### src/rtl/bloom_cmd_sequencer_if.sv
// Request stream, filter start/done handshake and response stream of the bloom command sequencer.
// Latency: none, this is wiring only.
// Backpressure: req_ready/rsp_ready carry the valid-ready stalls; the bf_* pair is a start/done handshake.
interface bloom_cmd_sequencer_if #(
    parameter int KEY_W = 32,
    parameter int TAG_W = 4
);
    logic             req_valid;
    logic             req_ready;
    logic [1:0]       req_op;
    logic [KEY_W-1:0] req_key;
    logic [TAG_W-1:0] req_tag;

    logic             bf_start;
    logic             bf_op_insert;
    logic             bf_clear_all;
    logic [KEY_W-1:0] bf_key;
    logic             bf_busy;
    logic             bf_done;
    logic             bf_hit;

    logic             rsp_valid;
    logic             rsp_ready;
    logic [1:0]       rsp_op;
    logic [TAG_W-1:0] rsp_tag;
    logic             rsp_hit;
    logic             rsp_err;

    // Sequencer side.
    modport master (
        input  req_valid, req_op, req_key, req_tag,
        input  bf_busy, bf_done, bf_hit,
        input  rsp_ready,
        output req_ready,
        output bf_start, bf_op_insert, bf_clear_all, bf_key,
        output rsp_valid, rsp_op, rsp_tag, rsp_hit, rsp_err
    );

    // Requester, filter and response-sink side.
    modport slave (
        output req_valid, req_op, req_key, req_tag,
        output bf_busy, bf_done, bf_hit,
        output rsp_ready,
        input  req_ready,
        input  bf_start, bf_op_insert, bf_clear_all, bf_key,
        input  rsp_valid, rsp_op, rsp_tag, rsp_hit, rsp_err
    );
endinterface

### src/rtl/bloom_cmd_sequencer.sv
// Command front-end for bloom_filter: FIFO-buffered INSERT/QUERY/CLEAR, one request in flight.
// Latency: accept to bf_start/bf_clear_all 2 cycles; CLEAR accept to rsp_valid 3 cycles.
// Backpressure: req_ready drops only when the FIFO is full; rsp_* held until rsp_ready.
module bloom_cmd_sequencer #(
    parameter int KEY_W       = 32,
    parameter int TAG_W       = 4,
    parameter int FIFO_DEPTH  = 4,
    parameter int TIMEOUT_CYC = 16,
    parameter int CNT_W       = 16
) (
    input  logic                  clk,
    input  logic                  rst,
    bloom_cmd_sequencer_if.master bus,
    output logic                  err_sticky,
    output logic [CNT_W-1:0]      cnt_insert,
    output logic [CNT_W-1:0]      cnt_query,
    output logic [CNT_W-1:0]      cnt_hit
);
    localparam int PTR_W = (FIFO_DEPTH > 1) ? $clog2(FIFO_DEPTH) : 1;
    localparam int TMO_W = $clog2(TIMEOUT_CYC + 1);

    localparam logic [1:0] OP_QUERY  = 2'd0;
    localparam logic [1:0] OP_INSERT = 2'd1;
    localparam logic [1:0] OP_CLEAR  = 2'd2;
    localparam logic [1:0] OP_RSVD   = 2'd3;

    typedef enum logic [1:0] {IDLE, WAIT, CLR, RESP} state_t;

    typedef struct packed {
        logic [1:0]       op;
        logic [KEY_W-1:0] key;
        logic [TAG_W-1:0] tag;
    } req_t;

    // Every registered output lives here, alongside the FSM state and hold registers.
    typedef struct packed {
        state_t           state;
        logic [1:0]       op;
        logic [TAG_W-1:0] tag;
        logic [TMO_W-1:0] tmo;
        logic             bf_start;
        logic             bf_op_insert;
        logic             bf_clear_all;
        logic [KEY_W-1:0] bf_key;
        logic             rsp_valid;
        logic [1:0]       rsp_op;
        logic [TAG_W-1:0] rsp_tag;
        logic             rsp_hit;
        logic             rsp_err;
        logic             err_sticky;
        logic [CNT_W-1:0] cnt_insert;
        logic [CNT_W-1:0] cnt_query;
        logic [CNT_W-1:0] cnt_hit;
    } regs_t;

    req_t             mem [FIFO_DEPTH];
    req_t             head;
    logic [PTR_W-1:0] wr_ptr;
    logic [PTR_W-1:0] rd_ptr;
    logic [PTR_W:0]   occ;
    logic             full;
    logic             empty;
    logic             push;
    logic             pop;

    regs_t            r_q;
    regs_t            r_d;
    logic [TMO_W-1:0] tmo_inc;
    logic             is_query;

    function automatic logic [CNT_W-1:0] sat_inc(input logic [CNT_W-1:0] v);
        return (&v) ? v : v + CNT_W'(1);
    endfunction

    // Ready depends only on occupancy, never on a same-cycle pop; held low while in reset.
    assign full          = (occ == (PTR_W+1)'(FIFO_DEPTH));
    assign empty         = (occ == '0);
    assign bus.req_ready = !full && !rst;
    assign push          = bus.req_valid && bus.req_ready;
    assign head          = mem[rd_ptr];

    // FIFO payload storage; contents are don't-care until written, so no reset.
    always_ff @(posedge clk) begin
        if (push) begin
            mem[wr_ptr] <= '{op: bus.req_op, key: bus.req_key, tag: bus.req_tag};
        end
    end

    // FIFO pointers wrap naturally at the power-of-two depth; occ tracks 0..FIFO_DEPTH.
    always_ff @(posedge clk or posedge rst) begin
        if (rst) begin
            wr_ptr <= '0;
            rd_ptr <= '0;
            occ    <= '0;
        end else begin
            if (push) wr_ptr <= wr_ptr + PTR_W'(1);
            if (pop)  rd_ptr <= rd_ptr + PTR_W'(1);
            case ({push, pop})
                2'b10:   occ <= occ + (PTR_W+1)'(1);
                2'b01:   occ <= occ - (PTR_W+1)'(1);
                default: occ <= occ;
            endcase
        end
    end

    // FSM state, hold registers and all outputs; reset drops any in-flight request silently.
    always_ff @(posedge clk or posedge rst) begin
        if (rst) r_q <= '0;
        else     r_q <= r_d;
    end

    // Next-state and next-output logic: one request issued at a time, response held until taken.
    always_comb begin
        r_d      = r_q;
        pop      = 1'b0;
        tmo_inc  = r_q.tmo + TMO_W'(1);
        is_query = (r_q.op == OP_QUERY) || (r_q.op == OP_RSVD);
        case (r_q.state)
            IDLE: begin
                if (!empty && !bus.bf_busy) begin
                    pop   = 1'b1;
                    r_d.op  = head.op;
                    r_d.tag = head.tag;
                    if (head.op == OP_CLEAR) begin
                        r_d.bf_clear_all = 1'b1;
                        r_d.state        = CLR;
                    end else begin
                        r_d.bf_start     = 1'b1;
                        r_d.bf_op_insert = (head.op == OP_INSERT);
                        r_d.bf_key       = head.key;
                        r_d.tmo          = '0;
                        r_d.state        = WAIT;
                    end
                end
            end
            WAIT: begin
                r_d.bf_start = 1'b0;
                if (bus.bf_done) begin
                    r_d.rsp_valid = 1'b1;
                    r_d.rsp_op    = r_q.op;
                    r_d.rsp_tag   = r_q.tag;
                    r_d.rsp_hit   = bus.bf_hit && is_query;
                    r_d.rsp_err   = 1'b0;
                    if (is_query) begin
                        r_d.cnt_query = sat_inc(r_q.cnt_query);
                        if (bus.bf_hit) r_d.cnt_hit = sat_inc(r_q.cnt_hit);
                    end else begin
                        r_d.cnt_insert = sat_inc(r_q.cnt_insert);
                    end
                    r_d.state = RESP;
                end else begin
                    r_d.tmo = tmo_inc;
                    if (tmo_inc == TMO_W'(TIMEOUT_CYC)) begin
                        r_d.rsp_valid  = 1'b1;
                        r_d.rsp_op     = r_q.op;
                        r_d.rsp_tag    = r_q.tag;
                        r_d.rsp_hit    = 1'b0;
                        r_d.rsp_err    = 1'b1;
                        r_d.err_sticky = 1'b1;
                        r_d.state      = RESP;
                    end
                end
            end
            CLR: begin
                r_d.bf_clear_all = 1'b0;
                r_d.rsp_valid    = 1'b1;
                r_d.rsp_op       = r_q.op;
                r_d.rsp_tag      = r_q.tag;
                r_d.rsp_hit      = 1'b0;
                r_d.rsp_err      = 1'b0;
                r_d.state        = RESP;
            end
            RESP: begin
                if (bus.rsp_ready) begin
                    r_d.rsp_valid = 1'b0;
                    r_d.rsp_err   = 1'b0;
                    r_d.state     = IDLE;
                end
            end
            default: r_d.state = IDLE;
        endcase
    end

    assign bus.bf_start     = r_q.bf_start;
    assign bus.bf_op_insert = r_q.bf_op_insert;
    assign bus.bf_clear_all = r_q.bf_clear_all;
    assign bus.bf_key       = r_q.bf_key;
    assign bus.rsp_valid    = r_q.rsp_valid;
    assign bus.rsp_op       = r_q.rsp_op;
    assign bus.rsp_tag      = r_q.rsp_tag;
    assign bus.rsp_hit      = r_q.rsp_hit;
    assign bus.rsp_err      = r_q.rsp_err;
    assign err_sticky       = r_q.err_sticky;
    assign cnt_insert       = r_q.cnt_insert;
    assign cnt_query        = r_q.cnt_query;
    assign cnt_hit          = r_q.cnt_hit;
endmodule
### src/flat_wrapper.sv
// flat-port wrapper written by rule: the top's interface ports become plain ports
module bloom_cmd_sequencer_flat 
#(
    parameter int KEY_W       = 32,
    parameter int TAG_W       = 4,
    parameter int FIFO_DEPTH  = 4,
    parameter int TIMEOUT_CYC = 16,
    parameter int CNT_W       = 16
)
  (clk, rst, err_sticky, cnt_insert, cnt_query, cnt_hit, bus_req_valid, bus_req_op, bus_req_key, bus_req_tag, bus_bf_busy, bus_bf_done, bus_bf_hit, bus_rsp_ready, bus_req_ready, bus_bf_start, bus_bf_op_insert, bus_bf_clear_all, bus_bf_key, bus_rsp_valid, bus_rsp_op, bus_rsp_tag, bus_rsp_hit, bus_rsp_err);
  bloom_cmd_sequencer_if #(.KEY_W(KEY_W), .TAG_W(TAG_W)) bus_i ();
  input  logic clk;
  input  logic rst;
  output logic err_sticky;
  output logic [CNT_W-1:0] cnt_insert;
  output logic [CNT_W-1:0] cnt_query;
  output logic [CNT_W-1:0] cnt_hit;
  input wire logic [$bits(bus_i.req_valid)-1:0] bus_req_valid;
  input wire logic [$bits(bus_i.req_op)-1:0] bus_req_op;
  input wire logic [$bits(bus_i.req_key)-1:0] bus_req_key;
  input wire logic [$bits(bus_i.req_tag)-1:0] bus_req_tag;
  input wire logic [$bits(bus_i.bf_busy)-1:0] bus_bf_busy;
  input wire logic [$bits(bus_i.bf_done)-1:0] bus_bf_done;
  input wire logic [$bits(bus_i.bf_hit)-1:0] bus_bf_hit;
  input wire logic [$bits(bus_i.rsp_ready)-1:0] bus_rsp_ready;
  output wire logic [$bits(bus_i.req_ready)-1:0] bus_req_ready;
  output wire logic [$bits(bus_i.bf_start)-1:0] bus_bf_start;
  output wire logic [$bits(bus_i.bf_op_insert)-1:0] bus_bf_op_insert;
  output wire logic [$bits(bus_i.bf_clear_all)-1:0] bus_bf_clear_all;
  output wire logic [$bits(bus_i.bf_key)-1:0] bus_bf_key;
  output wire logic [$bits(bus_i.rsp_valid)-1:0] bus_rsp_valid;
  output wire logic [$bits(bus_i.rsp_op)-1:0] bus_rsp_op;
  output wire logic [$bits(bus_i.rsp_tag)-1:0] bus_rsp_tag;
  output wire logic [$bits(bus_i.rsp_hit)-1:0] bus_rsp_hit;
  output wire logic [$bits(bus_i.rsp_err)-1:0] bus_rsp_err;
  assign bus_i.req_valid = bus_req_valid;
  assign bus_i.req_op = bus_req_op;
  assign bus_i.req_key = bus_req_key;
  assign bus_i.req_tag = bus_req_tag;
  assign bus_i.bf_busy = bus_bf_busy;
  assign bus_i.bf_done = bus_bf_done;
  assign bus_i.bf_hit = bus_bf_hit;
  assign bus_i.rsp_ready = bus_rsp_ready;
  assign bus_req_ready = bus_i.req_ready;
  assign bus_bf_start = bus_i.bf_start;
  assign bus_bf_op_insert = bus_i.bf_op_insert;
  assign bus_bf_clear_all = bus_i.bf_clear_all;
  assign bus_bf_key = bus_i.bf_key;
  assign bus_rsp_valid = bus_i.rsp_valid;
  assign bus_rsp_op = bus_i.rsp_op;
  assign bus_rsp_tag = bus_i.rsp_tag;
  assign bus_rsp_hit = bus_i.rsp_hit;
  assign bus_rsp_err = bus_i.rsp_err;
  bloom_cmd_sequencer #(.KEY_W(KEY_W), .TAG_W(TAG_W), .FIFO_DEPTH(FIFO_DEPTH), .TIMEOUT_CYC(TIMEOUT_CYC), .CNT_W(CNT_W)) u_core (.clk(clk), .rst(rst), .bus(bus_i), .err_sticky(err_sticky), .cnt_insert(cnt_insert), .cnt_query(cnt_query), .cnt_hit(cnt_hit));
endmodule
### config.mk
export PLATFORM = sky130hd
export DESIGN_NAME = bloom_cmd_sequencer_flat
export DESIGN_NICKNAME = d
export VERILOG_FILES = /design/src/rtl/bloom_cmd_sequencer_if.sv /design/src/rtl/bloom_cmd_sequencer.sv /design/src/flat_wrapper.sv
export SDC_FILE = /design/constraint.sdc
export NUM_CORES = 1
export LEC_CHECK = 0
export BUFFER_PORTS_ARGS = -buffer_cell sky130_fd_sc_hd__clkbuf_2
export CAP_MARGIN = 5
export CORE_MARGIN = 4
export CORE_UTILIZATION = 58
export CTS_CLUSTER_SIZE = 24
export DETAILED_ROUTE_END_ITERATION = 10
export GPL_ROUTABILITY_DRIVEN = 1
export MAX_ROUTING_LAYER = met4
export PLACE_DENSITY_LB_ADDON = 0.12
export SETUP_SLACK_MARGIN = 0.3
export SLEW_MARGIN = 40
export SYNTH_ARGS = -nofsm -noshare
export SYNTH_HDL_FRONTEND = slang
export SYNTH_SLANG_ARGS = --single-unit
export TNS_END_PERCENT = 10
### constraint.sdc
create_clock -name clk -period 7.7 [get_ports clk]
set_clock_uncertainty 0.15 [all_clocks]
set_input_delay 1.155 -clock clk [delete_from_list [all_inputs] [get_ports clk]]
set_output_delay 1.155 -clock clk [all_outputs]
set_load 0.01 [all_outputs]
==> out/results.env <==
CRITPATHREQUIREDTIME_PS=6390
HOLDBUFCOUNTCTS=0
VIAS_PER_CELL=5.506
CP_SLOWEST_STAGE_DELAY_PS=390
TOTAL_LEAKAGE_POWER_nW=5.249
NUM_ROWS=50
YOSYS_MOST_USED_DFF='sky130_fd_sc_hd__edfxtp_1'
IO_BUFFER_COUNT=138
BUF_INV_ON_CP=2
YS_ASYNC_SR_FRACTION_PCT=42.64
CLOCK-SINKS=265
SYNTH-EDFF-COUNT=152
HOLD_VIOL_FINAL=0
GRT-OVFL-TOTAL=0
DIEWIDTH_UM=148.1
CTS_INSERTED_BUFFERS=27
HOLDWS_PS=326.8
VDD_IR_DROP_MAX_mV=0.2609
WORST_HOLD_PATH_TYPE='flip-flop to flip-flop'
POST_SYNTH_INST_COUNT=731
SETUP_VIOL_COUNT_FINAL=0
SYNTHDOMINANTCELLAREASHARE_PCT=40.11
POST-CTS-SETUP-BUFFER-COUNT=0
REGTOREGSETUPSLACK_PS=4660
FIN_CRIT_SH_PCT=41.55
WORST_EP_ARRIVAL_TIME_PS=1890
ENDPOINT_KIND='primary output'
WORST_SLEW_MARGIN_REL_PCT=50.07
IO_PINS=139
FINAL_NETS=855
FILLCELLCOUNT=1343
GP_ROUTABILITY_CONGESTION=0.8912
CTS_REPAIR_RESIZE_COUNT=0
DETAILEDROUTE.FIRSTITERATIONVIOLATIONS=309
WL_PER_CELL_UM=18.32
NUMBER_OF_STORAGE_ELEMENTS_IN_THE_SYNTHESIS_NETLIST=265
DRV.MAX_CAP_VIOLATION_COUNT=0
NUMBER_OF_ANTENNA_REPAIR_DIODES=0
GRT_PASS1_WL_UM=32090
MAPPEDNETLISTAREA_UM2=11380
DRC=0
OUTCOME='finished clean'
CTS_H_TREE_DEPTH=1
TIMING_MAX_TRANSITION_VIOLATIONS_FINAL=0
POSTSYNTHAREAPERCELL_UM2=15.57
TIMING.CRITICAL_PATH.CELLS='clkbuf_2 -> a31oi_1 -> clkbuf_2'
GRT_MAX_DEGREE=77
CRITICAL_PATH.MAX_FANOUT=6
WORST_SLEW_PIN_SLEW_PS=741.1
PERIOD_NEEDED_PS=3199
YOSYSUNIQUECELLTYPES=57
SYNTH_AREA_LEADERS='sky130_fd_sc_hd__edfxtp_1, sky130_fd_sc_hd__dfrtp_1, sky130_fd_sc_hd__mux4_2'
HPWL_UM=12710
CP_SLOWEST_CELL='sky130_fd_sc_hd__a31oi_1'
DRT_FIRST_PASS_ITERS=4
CELLPOWERDENSITY_nW_PER_UM2=365.7
LAYOUT.CORE_UTILIZATION_PCT=66.63
CLOCK_TREE.BUFFER_DEPTH=3
DIE_Y_UM=148.1
SYN_TO_FINAL_GROWTH_PCT=11.33
FLOORPLAN.CORE_AREA_UM2=19020
FLOORPLAN.DIE_AREA_UM2=21930
PORTION_OF_THE_POST_SYNTHESIS_AREA_USED_BY_SEQUENTIAL_ELEMENTS_PCT=64.95
GRT_TOTAL_USAGE_PCT=18.73
GRT_ANTENNA_BEFORE_REPAIR=0
CRIT_FAMILY='compound AO/OA/AOI/OAI gates'
SETUP_TOTAL_NEGATIVE_SLACK_PS=0
GRT_SETUP_UNREPAIRED='no'
STARTING_DENSITY_PCT=59.84
VIAS=5924
DRIVE_GT1_SHARE_PCT=33.46
SYNTH_FP_NETS=791
CLOCK_TREE.ROOT_CELL='sky130_fd_sc_hd__clkbuf_16'
CLK_LATENCY_PS=530
VIA_COUNT_OF_THE_FIRST_GLOBAL_ROUTING_PASS=6097
MAX_CLOCK_FREQ_MHz=312.6
CLK_TRANSITION_REPORTED_PATHS_PS=60
CRITICALPATHCATEGORY='input port to primary output'
ANTENNA_LEFT=0
CLOCK_TREE_FROM_TRITONCTS='built'
CRIT_PATH_FREQUENT_CELL='sky130_fd_sc_hd__clkbuf_2'
DRT_WL_TOTAL_UM=19710
YS_WARN_COUNT=0
START_KIND='input port'
SYNTH_AREA_LEADER_CELL='sky130_fd_sc_hd__edfxtp_1'
-- flip-flops by register name, summed over array words and instances (netlist names), 3 cells and up --
signal / cells
u_core.bus.bf_key: 32
u_core.bus.rsp_tag: 4
u_core.cnt_hit: 16
u_core.cnt_insert: 16
u_core.cnt_query: 16
u_core.mem: 152
u_core.occ: 3
u_core.r_q: 13
-- kinds of logic after synthesis --
family	synth area share, %
AOI/OAI and AO/OA	2.331
adders and majority gates	1.715
and+or+nand+nor	6.695
DFF	64.95
xor gates and xnor gates	3.925
buffers and inverters	7.696
muxes	12.69
-- cells in the mapped netlist (2+ instances only) --
cell,n
sky130_fd_sc_hd__edfxtp_1,152
sky130_fd_sc_hd__dfrtp_1,113
sky130_fd_sc_hd__buf_4,86
sky130_fd_sc_hd__nand2_1,59
sky130_fd_sc_hd__mux4_2,38
sky130_fd_sc_hd__xnor2_1,36
sky130_fd_sc_hd__inv_1,27
sky130_fd_sc_hd__mux2_4,27
sky130_fd_sc_hd__nand4_1,22
sky130_fd_sc_hd__nand3_1,16
sky130_fd_sc_hd__nor2_1,15
sky130_fd_sc_hd__xor2_1,15
sky130_fd_sc_hd__ha_1,14
sky130_fd_sc_hd__and3_1,11
sky130_fd_sc_hd__mux2_2,10
sky130_fd_sc_hd__o21ai_0,8
sky130_fd_sc_hd__clkbuf_1,7
sky130_fd_sc_hd__mux2i_1,7
sky130_fd_sc_hd__buf_2,6
sky130_fd_sc_hd__nor3_1,6
sky130_fd_sc_hd__nor4_1,6
sky130_fd_sc_hd__a21oi_1,4
sky130_fd_sc_hd__a22oi_1,4
sky130_fd_sc_hd__and4_1,4
sky130_fd_sc_hd__buf_6,3
sky130_fd_sc_hd__a31oi_1,2
sky130_fd_sc_hd__nor3b_1,2
sky130_fd_sc_hd__o31ai_1,2
-- layout by cell type (no fill, tap or decap), types with 8 or more instances in the layout --
master,netlist,layout
sky130_fd_sc_hd__clkbuf_16,0,27
sky130_fd_sc_hd__clkbuf_2,0,138
sky130_fd_sc_hd__dfrtp_1,113,111
sky130_fd_sc_hd__edfxtp_1,152,152
sky130_fd_sc_hd__ha_1,14,14
sky130_fd_sc_hd__inv_1,27,26
sky130_fd_sc_hd__mux2_2,10,10
sky130_fd_sc_hd__mux2_4,27,27
sky130_fd_sc_hd__mux4_2,38,38
sky130_fd_sc_hd__nand2_1,59,59
sky130_fd_sc_hd__nand3_1,16,16
sky130_fd_sc_hd__nand4_1,22,22
sky130_fd_sc_hd__nor2_1,15,15
sky130_fd_sc_hd__o21ai_0,8,8
sky130_fd_sc_hd__xnor2_1,36,36
sky130_fd_sc_hd__xor2_1,15,15
-- per-layer routing --
metal	vias to the layer above	track usage, %	share of wire (%)	wire length (um)
met1	3003	24.28	42	8367
li1	2734	-	-	-
met3	28	3.900	6.0	1186
met4	0	3.972	1.6	320
met5	-	-	0	0
met2	159	31.22	50	9834
-- area by class of cell --
class                           instances  area (um2)  area share [%]
Clock buffer                           33       718.2           5.668
Tap cell                              260       325.3           2.567
Timing Repair Buffer                  140       709.4           5.599
Sequential cell                       265        7397           58.38
Inverter                               27       103.9          0.8196
Clock inverter                         17       272.8           2.153
Multi-Input combinational cell        334        3144           24.81
-- power breakdown --
part | internal (mW) | switching, mW | leakage (nW)
Sequential | 1.78 | 0.228 | 2.83
Clock | 0.900 | 0.527 | 0.483
Combinational | 0.622 | 0.574 | 1.94
-- path summary, 6_finish.rpt --
path,start,to,cells past startpoint
max,rst,bus_req_ready,3
max reg2reg,u_core.r_q[104],u_core.occ[2],11
max in group asynchronous,rst,u_core.rd_ptr[1],3
min,u_core.bus.rsp_hit,u_core.bus.rsp_hit,1
min reg2reg,u_core.bus.rsp_hit,u_core.bus.rsp_hit,1
min in group asynchronous,rst,u_core.wr_ptr[1],2
-- metrics by stage --
step	std cells	cell area, um2	power, mW	worst slack [ps]
after CTS	1076	12670	4.700	4486
final	1076	12670	4.633	4501
after global routing	1076	12670	4.884	4370
after global placement	1026	11650	3.212	4317
after detailed placement	1026	11680	3.259	4224
after floorplan	731	11380	3.051	3408
No activity file was read; power rests on OpenSTA's default activity.
